$ cat config.mk
export PLATFORM = sky130hd
export DESIGN_NAME = frame_sequencer
export DESIGN_NICKNAME = d
export VERILOG_FILES = /design/src/rtl/rhythm_pkg.sv /design/src/rtl/frame_sequencer_pulse_sync.sv /design/src/rtl/frame_sequencer.sv
export SDC_FILE = /design/constraint.sdc
export NUM_CORES = 1
export LEC_CHECK = 0
export BUFFER_PORTS_ARGS = -buffer_cell sky130_fd_sc_hd__buf_4
export CAP_MARGIN = 10
export CORE_MARGIN = 2
export CORE_UTILIZATION = 50
export CTS_BUF_LIST = sky130_fd_sc_hd__clkbuf_8
export CTS_CLUSTER_SIZE = 16
export DETAILED_ROUTE_END_ITERATION = 10
export GPL_ROUTABILITY_DRIVEN = 0
export PLACE_DENSITY = 0.77
export SLEW_MARGIN = 20
export SYNTH_ARGS = -nofsm -noshare
export SYNTH_HDL_FRONTEND = slang
export SYNTH_SLANG_ARGS = --single-unit
$ cat constraint.sdc
create_clock -name clk -period 1.47 [get_ports clk]
set_input_delay 0.0735 -clock clk [delete_from_list [all_inputs] [get_ports clk]]
set_output_delay 0.0735 -clock clk [all_outputs]
set_load 0.03 [all_outputs]
$ cat src/rtl/rhythm_pkg.sv
// Shared types and constants for the frame sequencing logic.
package rhythm_pkg;

  typedef enum logic [2:0] {
    INIT,
    WAIT_FRAME,
    START,
    RUN,
    NEXT
  } frame_seq_state_t;

  localparam int FRAME_CYC_50M = 833333;

endpackage

$ cat src/rtl/frame_sequencer_pulse_sync.sv
// pulse_sync: two-flop synchronizer for an asynchronous level, followed by a
// registered rising-edge detector producing a one-cycle pulse in clk.
module pulse_sync (
  input  logic clk,
  input  logic reset_n,
  input  logic async_in,
  output logic pulse
);

  logic sync_p0;
  logic sync_p1;
  logic sync_p2;

  always_ff @(posedge clk or negedge reset_n) begin
    if (!reset_n) begin
      sync_p0 <= 1'b0;
      sync_p1 <= 1'b0;
      sync_p2 <= 1'b0;
      pulse   <= 1'b0;
    end else begin
      sync_p0 <= async_in;
      sync_p1 <= sync_p0;
      // edge detect registered so the pulse lands three clocks after the input rise
      sync_p2 <= sync_p1;
      pulse   <= sync_p1 & ~sync_p2;
    end
  end

endmodule

$ cat src/rtl/frame_sequencer.sv
// Per-frame SDRAM job sequencer with double-buffer flip and dropped-frame count.
// Optional per-job watchdog enabled by defining FRAME_SEQ_TIMEOUT_EN.
module frame_sequencer
  import rhythm_pkg::*;
#(
  parameter int NUM_JOBS    = 3,
  parameter int TIMEOUT_CYC = FRAME_CYC_50M,
  parameter int CNT_W       = 8
) (
  input  logic                clk,
  input  logic                reset_n,
  input  logic                new_frame,
  input  logic                init_done,
  output logic [NUM_JOBS-1:0] job_start,
  input  logic [NUM_JOBS-1:0] job_done,
  output logic [NUM_JOBS-1:0] job_abort,
  output logic                frame_flip,
  output logic                busy,
  output logic [CNT_W-1:0]    dropped_frames,
  output logic [NUM_JOBS-1:0] timeout_err
);

  localparam int IDX_W = (NUM_JOBS > 1) ? $clog2(NUM_JOBS) : 1;
  localparam logic [IDX_W-1:0] LAST_IDX = IDX_W'(NUM_JOBS - 1);

  frame_seq_state_t state;
  logic [IDX_W-1:0] idx;
  logic             pending_flip;
  logic             frame_evt;
  logic             timeout_hit;
  logic             seq_active;

  function automatic logic [CNT_W-1:0] sat_inc(input logic [CNT_W-1:0] v);
    return (&v) ? v : v + 1'b1;
  endfunction

  function automatic logic [NUM_JOBS-1:0] onehot(input logic [IDX_W-1:0] i);
    logic [NUM_JOBS-1:0] r;
    r    = '0;
    r[i] = 1'b1;
    return r;
  endfunction

  pulse_sync u_frame_sync (
    .clk     (clk),
    .reset_n (reset_n),
    .async_in(new_frame),
    .pulse   (frame_evt)
  );

  assign seq_active = (state == START) || (state == RUN) || (state == NEXT);

  always_ff @(posedge clk or negedge reset_n) begin
    if (!reset_n) begin
      state          <= INIT;
      idx            <= '0;
      frame_flip     <= 1'b0;
      pending_flip   <= 1'b0;
      job_start      <= '0;
      busy           <= 1'b0;
      dropped_frames <= '0;
    end else begin
      job_start <= '0;
      // frames arriving mid-sequence are only counted, never restart it
      if (frame_evt && seq_active)
        dropped_frames <= sat_inc(dropped_frames);
      case (state)
        INIT: begin
          if (init_done) state <= WAIT_FRAME;
        end
        WAIT_FRAME: begin
          if (frame_evt) begin
            if (pending_flip) frame_flip <= ~frame_flip;
            pending_flip <= 1'b0;
            idx          <= '0;
            job_start    <= onehot('0);
            busy         <= 1'b1;
            state        <= START;
          end
        end
        START: begin
          state <= RUN;
        end
        RUN: begin
          if (job_done[idx] || timeout_hit) state <= NEXT;
        end
        NEXT: begin
          if (idx == LAST_IDX) begin
            // aborted jobs still leave a frame to show, so the flip is always armed
            pending_flip <= 1'b1;
            busy         <= 1'b0;
            state        <= WAIT_FRAME;
          end else begin
            idx       <= idx + 1'b1;
            job_start <= onehot(idx + 1'b1);
            state     <= START;
          end
        end
        default: begin
          state <= INIT;
          busy  <= 1'b0;
        end
      endcase
    end
  end

`ifdef FRAME_SEQ_TIMEOUT_EN
  localparam int TMR_W = $clog2(TIMEOUT_CYC + 1);

  logic [TMR_W-1:0] tmr;

  // abort fires as the counter steps onto TIMEOUT_CYC-1; a same-cycle done wins
  assign timeout_hit = (state == RUN) && !job_done[idx] &&
                       ((tmr + 1'b1) == TMR_W'(TIMEOUT_CYC - 1));

  always_ff @(posedge clk or negedge reset_n) begin
    if (!reset_n) begin
      tmr         <= '0;
      job_abort   <= '0;
      timeout_err <= '0;
    end else begin
      job_abort <= '0;
      if (state == START)
        tmr <= '0;
      else if (state == RUN)
        tmr <= tmr + 1'b1;
      if (timeout_hit) begin
        job_abort   <= onehot(idx);
        timeout_err <= timeout_err | onehot(idx);
      end
    end
  end
`else
  assign timeout_hit = 1'b0;
  assign job_abort   = '0;
  assign timeout_err = '0;
`endif

endmodule

==> flow_summary.ini <==
[detailed_routing]
drt_iter0_markers = 38
drc = 0
via_count = 978
viasPerCell = 5.46
firstDrtPassIters = 4
wirelength_um = 2460
ant_nets = 0
routedWlPerCell_um = 13.7

[finish]
design_area_um2 = 1560
instances_no_fill = 179
insertedDiodeCount = 0
area_growth_pct = 30.8
fillerInstances = 156
drive_gt1_frac = 0.371
fin_nets = 164
fin_util = 0.697

[setup_path]
cp_data_arrival_time_ps = 1650
endpoint_kind = register
cp_max_fo = 5
required_ps = 1630
critPathLaunchType = register
worstSetupPathType = reg2reg
rrSetupSlack_ps = -30
r2r_cells = 4

[floorplan]
die_w_um = 52.8
rows = 17
io_pins = 26
coreArea_um2 = 2230
die_area_um2 = 2790
initial_core_util = 0.533
die_h_um = 52.8

[synthesis]
synth-async-reset-ratio = 1.00
synth_area_um2 = 1190
ys.flop_type = dfrtp_1
ys.warnings.count = 0
synth_area_leaders = dfrtp_1 (48%), ha_1 (5.3%), buf_4 (3.8%), nand2_1 (3.5%), mux2_1 (2.8%)
synth_top_cell_by_area = dfrtp_1
yosysMostFrequentCell = dfrtp_1
synth_seq_cells = 23
synthCells = 113
seq_area_frac_synth = 0.484
synth_edf_count = 0
synth_common_cells = dfrtp_1 (23), nand2_1 (11), buf_4 (6), nor2_1 (6)
avgSynthCellArea_um2 = 10.5
synth_top_area_frac = 0.484
synth_cell_types = 40

[place]
place_inst = 169
post_dp_cell_area_um2 = 1420
numPortBuffers = 19
pre_cts_ws_ps = -9.96
hpwl_um = 1690

[status]
outcome = finished with violations
violations = negative setup slack

[clock_tree]
insertion_delay_ps = 260
numCtsBuffers = 3
cts_sinks = 23
cts_tree = built
cts-htree-levels = 1
clockBufferDepth = 2
root_buffer = clkbuf_8
clk_pin_slew_ps = 80

[worst_hold_path]
hold_path_class = in2async

[global_route]
grt_pass1_wl_um = 4000
grt_overflow = 0
grt_start_max_net_pins = 24
grt_pass1_vias = 897
antenna_found_initial = 0
grt_use_total = 0.200

[sta]
fin_ws_ps = -28.7
max_freq_mhz = 667
rsz0062_at_grt = yes
final.setup_skew_ps = 1.81
finalSetupTns_ps = -28.7
fin_crit_sh = 1.02
finalMaxSlewViolations = 0
finalSetupViolations = 1
finalCriticalPeriod_ps = 1500
finalHoldViolCount = 0

[power_and_ir_drop]
peakVddDrop_uv = 980
p_leak_nw = 0.777
powerDensity_nw_per_um2 = 1650

[flow_run]
maxCapViolCount = 0
-- critical path, stage by stage, from the launching register on --
cell and delay, ps:
dfrtp_1 430, nor3b_4 230, o21a_2 210, nor3b_4 200, mux2_4 310
-- cell families after synthesis --
kind of cell,share of synthesized area
muxes,0.0368
xor gates and xnor gates,0.0368
and+or+nand+nor,0.213
AOI/OAI and AO/OA,0.103
other,0.00315
DFF,0.484
adders and majority gates,0.0526
buffers and inverters,0.0704
-- per-layer routing --
layer | wire (um) | track usage | vias up
met5 | 0 | 0 | -
met2 | 1230 | 0.304 | 35
met4 | 51 | 0.0940 | 0
met3 | 110 | 0.0343 | 9
met1 | 1070 | 0.276 | 478
li1 | - | - | 456
-- placed cells by master (no fill, tap or decap), types with 2 or more instances in the layout --
master and count:
and3_1 2, buf_4 36, o21ai_0 4, dfrtp_2 2
and2_1 2, dfrtp_1 21, xor2_1 3, a21oi_2 2
ha_1 4, clkbuf_8 3, a21oi_1 3, nor3b_2 2
mux2_1 2, and4_1 2, nor2_1 5, inv_1 4
conb_1 6, xnor2_1 2, nand2_1 11, nor3b_4 2
nor2b_1 2, a31oi_1 3, o21ai_1 2, dlygate4sd3_1 2
nand2b_1 3
-- report_power, final --
part | leakage (nW) | switching, mW | internal, mW | total (mW)
clock | 0.0255 | 0.206 | 0.189 | 0.395
combinational | 0.462 | 0.677 | 0.555 | 1.23
sequential | 0.290 | 0.147 | 0.791 | 0.938
total | 0.777 | 1.03 | 1.54 | 2.57
-- final cells by class --
| class | instances | area [um2] | area share |
|---|---|---|---|
| multi-input combinational | 81 | 588 | 0.378 |
| sequential | 23 | 578 | 0.371 |
| timing repair buffer | 38 | 290 | 0.186 |
| clock buffer | 3 | 41.3 | 0.0265 |
| tap | 28 | 35.0 | 0.0225 |
| inverter | 5 | 18.8 | 0.0121 |
| clock inverter | 1 | 5.00 | 0.00322 |
-- stage by stage --
step	hold WS (ps)	power [mW]
after floorplan	-222	1.63
after global placement	-17.6	1.99
after detailed placement	-16.5	2.03
after CTS	237	2.47
after global routing	264	2.74
final	228	2.57
-- what timing repair did --
action                                  CTS  global route
endpoints found under the setup margin    1             7
buffers inserted                          2             2
hold endpoints to repair                 24             0
hold buffers                              2             0
pin swaps                                 0             1
gates resized for setup                   1             8
-- path summary, 6_finish.rpt --
check,from,end
max,state[1]$_DFFE_PN0P_,dropped_frames[6]$_DFFE_PN0P_
min,reset_n,idx[1]$_DFFE_PN0P_
min reg2reg,u_frame_sync.sync_p0$_DFF_PN0_,u_frame_sync.sync_p1$_DFF_PN0_
max reg2reg,state[1]$_DFFE_PN0P_,dropped_frames[6]$_DFFE_PN0P_
min in group clk,init_done,state[0]$_DFFE_PN0P_
max in group asynchronous,reset_n,dropped_frames[1]$_DFFE_PN0P_
-- sequential cells by signal (all words and copies together) (netlist names) --
register and flops:
frame_flip 1, u_frame_sync.sync_p1 1, u_frame_sync.pulse 1, pending_flip 1, job_start 3, u_frame_sync.sync_p0 1
state 3, dropped_frames 8, u_frame_sync.sync_p2 1, idx 2, busy 1
Note: power is estimated with default switching activity, not from simulation.
